$ cat config.mk
export PLATFORM = sky130hd
export DESIGN_NAME = vrf_burst_master_flat
export DESIGN_NICKNAME = d
export VERILOG_FILES = /design/src/rtl/vrf_pkg.sv /design/src/rtl/vrf_burst_master_if.sv /design/src/rtl/vrf_pipe_reg.sv /design/src/rtl/vrf_burst_master.sv /design/src/flat_wrapper.sv
export SDC_FILE = /design/constraint.sdc
export NUM_CORES = 1
export LEC_CHECK = 0
export BUFFER_PORTS_ARGS = -buffer_cell sky130_fd_sc_hd__buf_4
export CAP_MARGIN = 20
export CORE_ASPECT_RATIO = 1.75
export CORE_UTILIZATION = 46
export CTS_CLUSTER_DIAMETER = 60
export DETAILED_ROUTE_END_ITERATION = 12
export HOLD_SLACK_MARGIN = 0.06
export PLACE_DENSITY = 0.82
export SLEW_MARGIN = 40
export SYNTH_ARGS = -nofsm -noshare
export SYNTH_HDL_FRONTEND = slang
export SYNTH_SLANG_ARGS = --single-unit
$ cat constraint.sdc
create_clock -name clk -period 2.6 [get_ports clk]
set_input_delay 0.65 -clock clk [delete_from_list [all_inputs] [get_ports clk]]
set_output_delay 0.65 -clock clk [all_outputs]
set_load 0.005 [all_outputs]
$ cat src/rtl/vrf_pkg.sv
// Shared constants, FSM state encoding and command layout for the VRF burst master.
package vrf_pkg;

  localparam int DATA_W = 32;
  localparam int IDX_W  = 10;
  localparam int LEN_W  = 5;

  typedef enum logic [1:0] {
    IDLE  = 2'd0,
    WRITE = 2'd1,
    READ  = 2'd2,
    DONE  = 2'd3
  } state_e;

  typedef struct packed {
    logic             write;
    logic [IDX_W-1:0] base;
    logic [LEN_W-1:0] len;
  } cmd_t;

  // Flat VRF index increment; wraps from the top of the index space back to zero.
  function automatic logic [IDX_W-1:0] next_idx(input logic [IDX_W-1:0] idx);
    return IDX_W'(idx + 1'b1);
  endfunction

endpackage

$ cat src/rtl/vrf_burst_master_if.sv
// Command, write-stream, VRF and read-stream signals of the VRF burst master.
// The master modport is the burst master's view; slave is everything around it.
interface vrf_burst_master_if import vrf_pkg::*; ();

  logic              cmd_val;
  logic              cmd_rdy;
  logic              cmd_write;
  logic [IDX_W-1:0]  cmd_base;
  logic [LEN_W-1:0]  cmd_len;

  logic              wr_val;
  logic              wr_rdy;
  logic [DATA_W-1:0] wr_msg;

  logic              vrf_recv_val;
  logic              vrf_recv_rdy;
  logic [IDX_W-1:0]  vrf_recv_index;
  logic [DATA_W-1:0] vrf_recv_msg;
  logic [IDX_W-1:0]  vrf_send_index;
  logic [DATA_W-1:0] vrf_send_msg;

  logic              rd_val;
  logic              rd_rdy;
  logic [DATA_W-1:0] rd_msg;

  logic              busy;
  logic              done;

  modport master (
    input  cmd_val, cmd_write, cmd_base, cmd_len,
    output cmd_rdy,
    input  wr_val, wr_msg,
    output wr_rdy,
    output vrf_recv_val, vrf_recv_index, vrf_recv_msg,
    input  vrf_recv_rdy,
    output vrf_send_index,
    input  vrf_send_msg,
    output rd_val, rd_msg,
    input  rd_rdy,
    output busy, done
  );

  modport slave (
    output cmd_val, cmd_write, cmd_base, cmd_len,
    input  cmd_rdy,
    output wr_val, wr_msg,
    input  wr_rdy,
    input  vrf_recv_val, vrf_recv_index, vrf_recv_msg,
    output vrf_recv_rdy,
    input  vrf_send_index,
    output vrf_send_msg,
    input  rd_val, rd_msg,
    output rd_rdy,
    input  busy, done
  );

endinterface

$ cat src/rtl/vrf_pipe_reg.sv
// Single-entry val/rdy register. It accepts new data whenever it is empty or its
// current entry leaves in the same cycle, so a continuously ready sink sees one
// element per cycle.
module vrf_pipe_reg import vrf_pkg::*; (
  input  logic              clk,
  input  logic              reset,
  input  logic              in_val,
  output logic              in_rdy,
  input  logic [DATA_W-1:0] in_msg,
  output logic              out_val,
  input  logic              out_rdy,
  output logic [DATA_W-1:0] out_msg
);

  logic              val_q, val_d;
  logic [DATA_W-1:0] msg_q, msg_d;
  logic              load;

  // Load-on-drain: a new entry replaces the old one in the cycle it is consumed.
  always_comb begin
    in_rdy = !val_q || out_rdy;
    load   = in_val && in_rdy;
    val_d  = val_q;
    msg_d  = msg_q;
    if (load) begin
      val_d = 1'b1;
      msg_d = in_msg;
    end else if (out_rdy) begin
      val_d = 1'b0;
    end
  end

  // Entry storage; the message only changes on a load so it holds while stalled.
  always_ff @(posedge clk or posedge reset) begin
    if (reset) begin
      val_q <= 1'b0;
      msg_q <= '0;
    end else begin
      val_q <= val_d;
      msg_q <= msg_d;
    end
  end

  assign out_val = val_q;
  assign out_msg = msg_q;

endmodule

$ cat src/rtl/vrf_burst_master.sv
// Burst initiator for the VRF recv/send ports. One command at a time; each burst
// moves one element per cycle between the streams and consecutive VRF indices.
module vrf_burst_master import vrf_pkg::*; (
  input  logic                clk,
  input  logic                reset,
  vrf_burst_master_if.master  bus
);

  state_e            state_q, state_d;
  logic [IDX_W-1:0]  idx_q, idx_d;
  logic [LEN_W-1:0]  remaining_q, remaining_d;
  logic              last_loaded_q, last_loaded_d;

  logic              cmd_rdy;
  logic              wr_rdy;
  logic              recv_val;
  logic [DATA_W-1:0] recv_msg;
  logic              rd_val;
  logic              done;

  logic              pipe_in_val;
  logic              pipe_in_rdy;
  logic              pipe_out_val;
  logic              pipe_out_rdy;
  logic [DATA_W-1:0] pipe_out_msg;

  assign pipe_out_rdy = (state_q == READ) && bus.rd_rdy;

  vrf_pipe_reg u_pipe (
    .clk     (clk),
    .reset   (reset),
    .in_val  (pipe_in_val),
    .in_rdy  (pipe_in_rdy),
    .in_msg  (bus.vrf_send_msg),
    .out_val (pipe_out_val),
    .out_rdy (pipe_out_rdy),
    .out_msg (pipe_out_msg)
  );

  // Next-state and handshake decode; remaining counts elements left after the current one.
  always_comb begin
    state_d       = state_q;
    idx_d         = idx_q;
    remaining_d   = remaining_q;
    last_loaded_d = last_loaded_q;
    cmd_rdy       = 1'b0;
    wr_rdy        = 1'b0;
    recv_val      = 1'b0;
    recv_msg      = '0;
    rd_val        = 1'b0;
    pipe_in_val   = 1'b0;
    done          = 1'b0;
    unique case (state_q)
      IDLE: begin
        cmd_rdy = 1'b1;
        if (bus.cmd_val) begin
          idx_d         = bus.cmd_base;
          remaining_d   = bus.cmd_len;
          last_loaded_d = 1'b0;
          state_d       = bus.cmd_write ? WRITE : READ;
        end
      end
      WRITE: begin
        recv_val = bus.wr_val;
        wr_rdy   = bus.vrf_recv_rdy;
        recv_msg = bus.wr_msg;
        if (bus.wr_val && bus.vrf_recv_rdy) begin
          idx_d = next_idx(idx_q);
          if (remaining_q == '0) begin
            state_d = DONE;
          end else begin
            remaining_d = LEN_W'(remaining_q - 1'b1);
          end
        end
      end
      READ: begin
        rd_val      = pipe_out_val;
        pipe_in_val = !last_loaded_q;
        if (pipe_in_val && pipe_in_rdy) begin
          idx_d = next_idx(idx_q);
          if (remaining_q == '0) begin
            last_loaded_d = 1'b1;
          end else begin
            remaining_d = LEN_W'(remaining_q - 1'b1);
          end
        end
        if (last_loaded_q && pipe_out_val && bus.rd_rdy) begin
          state_d = DONE;
        end
      end
      DONE: begin
        done    = 1'b1;
        state_d = IDLE;
      end
      default: begin
        state_d = IDLE;
      end
    endcase
  end

  // Burst state registers; reset abandons any burst in flight.
  always_ff @(posedge clk or posedge reset) begin
    if (reset) begin
      state_q       <= IDLE;
      idx_q         <= '0;
      remaining_q   <= '0;
      last_loaded_q <= 1'b0;
    end else begin
      state_q       <= state_d;
      idx_q         <= idx_d;
      remaining_q   <= remaining_d;
      last_loaded_q <= last_loaded_d;
    end
  end

  assign bus.cmd_rdy        = cmd_rdy;
  assign bus.wr_rdy         = wr_rdy;
  assign bus.vrf_recv_val   = recv_val;
  assign bus.vrf_recv_msg   = recv_msg;
  assign bus.vrf_recv_index = idx_q;
  assign bus.vrf_send_index = idx_q;
  assign bus.rd_val         = rd_val;
  assign bus.rd_msg         = pipe_out_msg;
  assign bus.busy           = (state_q != IDLE);
  assign bus.done           = done;

endmodule

$ cat src/flat_wrapper.sv
// flat-port wrapper written by rule: the top's interface ports become plain ports
module vrf_burst_master_flat import vrf_pkg::*;
  (clk, reset, bus_cmd_val, bus_cmd_write, bus_cmd_base, bus_cmd_len, bus_cmd_rdy, bus_wr_val, bus_wr_msg, bus_wr_rdy, bus_vrf_recv_val, bus_vrf_recv_index, bus_vrf_recv_msg, bus_vrf_recv_rdy, bus_vrf_send_index, bus_vrf_send_msg, bus_rd_val, bus_rd_msg, bus_rd_rdy, bus_busy, bus_done);
  vrf_burst_master_if bus_i ();
  input  logic clk;
  input  logic reset;
  input wire logic [$bits(bus_i.cmd_val)-1:0] bus_cmd_val;
  input wire logic [$bits(bus_i.cmd_write)-1:0] bus_cmd_write;
  input wire logic [$bits(bus_i.cmd_base)-1:0] bus_cmd_base;
  input wire logic [$bits(bus_i.cmd_len)-1:0] bus_cmd_len;
  output wire logic [$bits(bus_i.cmd_rdy)-1:0] bus_cmd_rdy;
  input wire logic [$bits(bus_i.wr_val)-1:0] bus_wr_val;
  input wire logic [$bits(bus_i.wr_msg)-1:0] bus_wr_msg;
  output wire logic [$bits(bus_i.wr_rdy)-1:0] bus_wr_rdy;
  output wire logic [$bits(bus_i.vrf_recv_val)-1:0] bus_vrf_recv_val;
  output wire logic [$bits(bus_i.vrf_recv_index)-1:0] bus_vrf_recv_index;
  output wire logic [$bits(bus_i.vrf_recv_msg)-1:0] bus_vrf_recv_msg;
  input wire logic [$bits(bus_i.vrf_recv_rdy)-1:0] bus_vrf_recv_rdy;
  output wire logic [$bits(bus_i.vrf_send_index)-1:0] bus_vrf_send_index;
  input wire logic [$bits(bus_i.vrf_send_msg)-1:0] bus_vrf_send_msg;
  output wire logic [$bits(bus_i.rd_val)-1:0] bus_rd_val;
  output wire logic [$bits(bus_i.rd_msg)-1:0] bus_rd_msg;
  input wire logic [$bits(bus_i.rd_rdy)-1:0] bus_rd_rdy;
  output wire logic [$bits(bus_i.busy)-1:0] bus_busy;
  output wire logic [$bits(bus_i.done)-1:0] bus_done;
  assign bus_i.cmd_val = bus_cmd_val;
  assign bus_i.cmd_write = bus_cmd_write;
  assign bus_i.cmd_base = bus_cmd_base;
  assign bus_i.cmd_len = bus_cmd_len;
  assign bus_cmd_rdy = bus_i.cmd_rdy;
  assign bus_i.wr_val = bus_wr_val;
  assign bus_i.wr_msg = bus_wr_msg;
  assign bus_wr_rdy = bus_i.wr_rdy;
  assign bus_vrf_recv_val = bus_i.vrf_recv_val;
  assign bus_vrf_recv_index = bus_i.vrf_recv_index;
  assign bus_vrf_recv_msg = bus_i.vrf_recv_msg;
  assign bus_i.vrf_recv_rdy = bus_vrf_recv_rdy;
  assign bus_vrf_send_index = bus_i.vrf_send_index;
  assign bus_i.vrf_send_msg = bus_vrf_send_msg;
  assign bus_rd_val = bus_i.rd_val;
  assign bus_rd_msg = bus_i.rd_msg;
  assign bus_i.rd_rdy = bus_rd_rdy;
  assign bus_busy = bus_i.busy;
  assign bus_done = bus_i.done;
  vrf_burst_master u_core (.clk(clk), .reset(reset), .bus(bus_i));
endmodule
==> results.sh <==
export IMPL_syn_nets=353
export IMPL_status="complete, no violations"
export IMPL_htreeDepth=2
export IMPL_wl_per_cell_um=13.7
export IMPL_die_area_sq_mm=0.00636
export IMPL_powerDensity_mw_per_mm2=1170
export IMPL_fillers=471
export IMPL_area_growth_pct=49.6
export IMPL_yosysWarnings=0
export IMPL_grt_pass1_wl_um=10500
export IMPL_diodes=0
export IMPL_antenna_found_initial=0
export IMPL_initial_core_util_pct=47.6
export IMPL_hold_violations=0
export IMPL_finalSetupViolCount=0
export IMPL_fmax_mhz=433
export IMPL_layout_common_cells="buf_4 (180), dfrtp_1 (51), and2_1 (36)"
export IMPL_arrival_ns=1.66
export IMPL_syn_inst=260
export IMPL_synth_cell_area_sq_mm=0.00277
export IMPL_die_h_um=105
export IMPL_startpoint_type="flop"
export IMPL_cts_setup_buffers=0
export IMPL_grt_max_degree=40
export IMPL_dpl_hpwl_um=5620
export IMPL_ctsLongestPathBuffers=2
export IMPL_gr_total_overflow=0
export IMPL_cts_resized=0
export IMPL_cts_tree="done"
export IMPL_critPathCaptureType="output pin"
export IMPL_viasPerCell=5.04
export IMPL_async_reset_ff_share_pct=100
export IMPL_worst_slew_pin_slew_ns=0.556
export IMPL_cp_max_fo=34
export IMPL_ant_nets=0
export IMPL_hp_class="input pin to async pin"
export IMPL_post_route_period_util_pct=88.9
export IMPL_fin_setup_tns_ns=0
export IMPL_multiInputGateArea_sq_mm=0.00129
export IMPL_drc=0
export IMPL_p_leak_uw=0.00207
export IMPL_fin_nets=516
export IMPL_drive_gt1_share_pct=52.8
export IMPL_insertion_delay_ns=0.29
export IMPL_via_count=2530
export IMPL_cts_buffers=5
export IMPL_cap_violations=0
export IMPL_vdd_drop_max_v=0.000760
export IMPL_layout_cells_most_common="buf_4"
export IMPL_grt_pass1_vias=2363
export IMPL_cts_root_buf="clkbuf_8"
export IMPL_synthFlopType="dfrtp_1"
export IMPL_synth_cell_types=38
export IMPL_clock_skew_ns=0.00532
export IMPL_dr_pass1_iters=4
export IMPL_core_area_sq_mm=0.00583
export IMPL_holdWs_ns=0.324
export IMPL_relSlewSlack_pct=62.8
export IMPL_rows=37
export IMPL_cts_sinks=51
export IMPL_yosysSeqAreaShare_pct=46.0
export IMPL_wirelength_um=6880
export IMPL_grt_usage_pct=21.8
export IMPL_cts_hold_buf=0
export IMPL_syn_avg_cell_area_sq_um=10.7
export IMPL_die_x_um=60.7
export IMPL_seq_area_sq_mm=0.00128
export IMPL_worstSetupPathType="flop to output pin"
export IMPL_drtIter0Drc=78
export IMPL_slew_viol_final=0
export IMPL_crit_required_ns=1.95
export IMPL_path_clk_slew_ns=0.09
export IMPL_gp_congestion=0.864
export IMPL_ios=176
export IMPL_finalCriticalPeriod_ns=2.31
export IMPL_rsz0062_at_grt="no"
export IMPL_synth_seq_cells=51
export IMPL_synth_edf_count=0
export IMPL_portBuffers=175
==> metrics by stage <==
| step | area [sq um] | cells | util (%) | total power, uW | setup slack (ns) |
|---|---|---|---|---|---|
| final | 4150 | 502 | 71.1 | 4850 | 0.288 |
| after global routing | 4150 | 502 | 71.1 | 5250 | 0.181 |
| after global placement | 4060 | 494 | 69.6 | 4350 | 0.607 |
| after detailed placement | 4060 | 494 | 69.6 | 4450 | 0.562 |
| after CTS | 4150 | 502 | 71.1 | 4900 | 0.266 |
| after floorplan | 2770 | 260 | - | 3350 | 0.720 |
==> path summary, 6_finish.rpt <==
check / depth (start not counted) / startpoint / slack (ns) / to
setup reg to reg: 5 / u_core.state_q[0] / 0.55 / u_core.u_pipe.out_msg[18]
hold reg to reg: 1 / u_core.u_pipe.out_msg[17] / 0.50 / u_core.u_pipe.out_msg[17]
min in group clk: 1 / u_core.u_pipe.out_msg[17] / 0.50 / u_core.u_pipe.out_msg[17]
max in group asynchronous: 3 / reset / 1.71 / u_core.u_pipe.out_msg[5]
setup / recovery: 5 / u_core.state_q[1] / 0.29 / bus_vrf_recv_msg[28]
hold / removal: 2 / reset / 0.32 / u_core.bus.vrf_recv_index[0]
==> area by class of cell <==
| class | count | share of cell area [%] |
|---|---|---|
| Clock inverter | 3 | 0.483 |
| Timing Repair Buffer | 180 | 32.6 |
| Multi-Input combinational cell | 173 | 31.1 |
| Sequential cell | 51 | 30.8 |
| Inverter | 12 | 1.09 |
| Tap cell | 78 | 2.35 |
| Clock buffer | 5 | 1.66 |
==> synthesized netlist by cell type, types with 2 or more instances <==
master / number / area share [%]
buf_6: 4 / 1.6
nor3_1: 4 / 0.72
a22o_1: 2 / 0.63
a2bb2oi_1: 8 / 2.5
buf_2: 4 / 0.72
and2_1: 36 / 8.1
mux2_1: 2 / 0.81
ha_1: 7 / 3.2
mux2_2: 30 / 12
nor2b_1: 3 / 0.68
nor2_1: 8 / 1.1
dfrtp_1: 51 / 46
o21ai_0: 12 / 2.2
nand3_1: 8 / 1.4
o22ai_1: 2 / 0.45
buf_4: 10 / 2.7
nand4_1: 3 / 0.68
a21oi_1: 11 / 2.0
clkbuf_1: 5 / 0.68
o31ai_1: 2 / 0.54
mux2i_1: 6 / 2.2
nand2_1: 15 / 2.0
inv_1: 12 / 1.6
==> cells by family (layout without fill, tap and decap cells) <==
logic type	Yosys count	after routing	share of synthesized area [%]
simple gates	84	84	17.3
flops	51	51	46.0
mux	38	38	15.2
compound gates	44	44	10.9
buf+inv	36	200	7.49
fa+ha+maj	7	7	3.16
==> where the power goes <==
group          switching (uW)  total (uW)  internal [uW]
Sequential                332        1550           1220
Clock                     255         442            188
Combinational            1230        2860           1630
Total                    1820        4850           3030
==> sequential cells by signal, summed over array words and instances (netlist names) <==
register,count
u_core.u_pipe.out_msg,32
u_core.remaining_q,5
u_core.bus.vrf_recv_index,10
u_core.state_q,2
u_core.u_pipe.out_val,1
u_core.last_loaded_q,1
==> per-layer routing <==
layer | GRT usage (%) | vias to the layer above | wire length (um)
met5 | 0 | - | 0
met4 | 6.49 | 0 | 98
met3 | 3.22 | 7 | 544
met2 | 42.8 | 131 | 3970
met1 | 21.9 | 1181 | 2270
li1 | - | 1211 | -
==> critical path, stage by stage (launching register included) <==
cell and delay (ns):
dfrtp_1 0.42, inv_1 0.11, ha_1 0.25, buf_4 0.29, and2_1 0.18, buf_4 0.11
No activity file was read; power rests on OpenSTA's default activity.
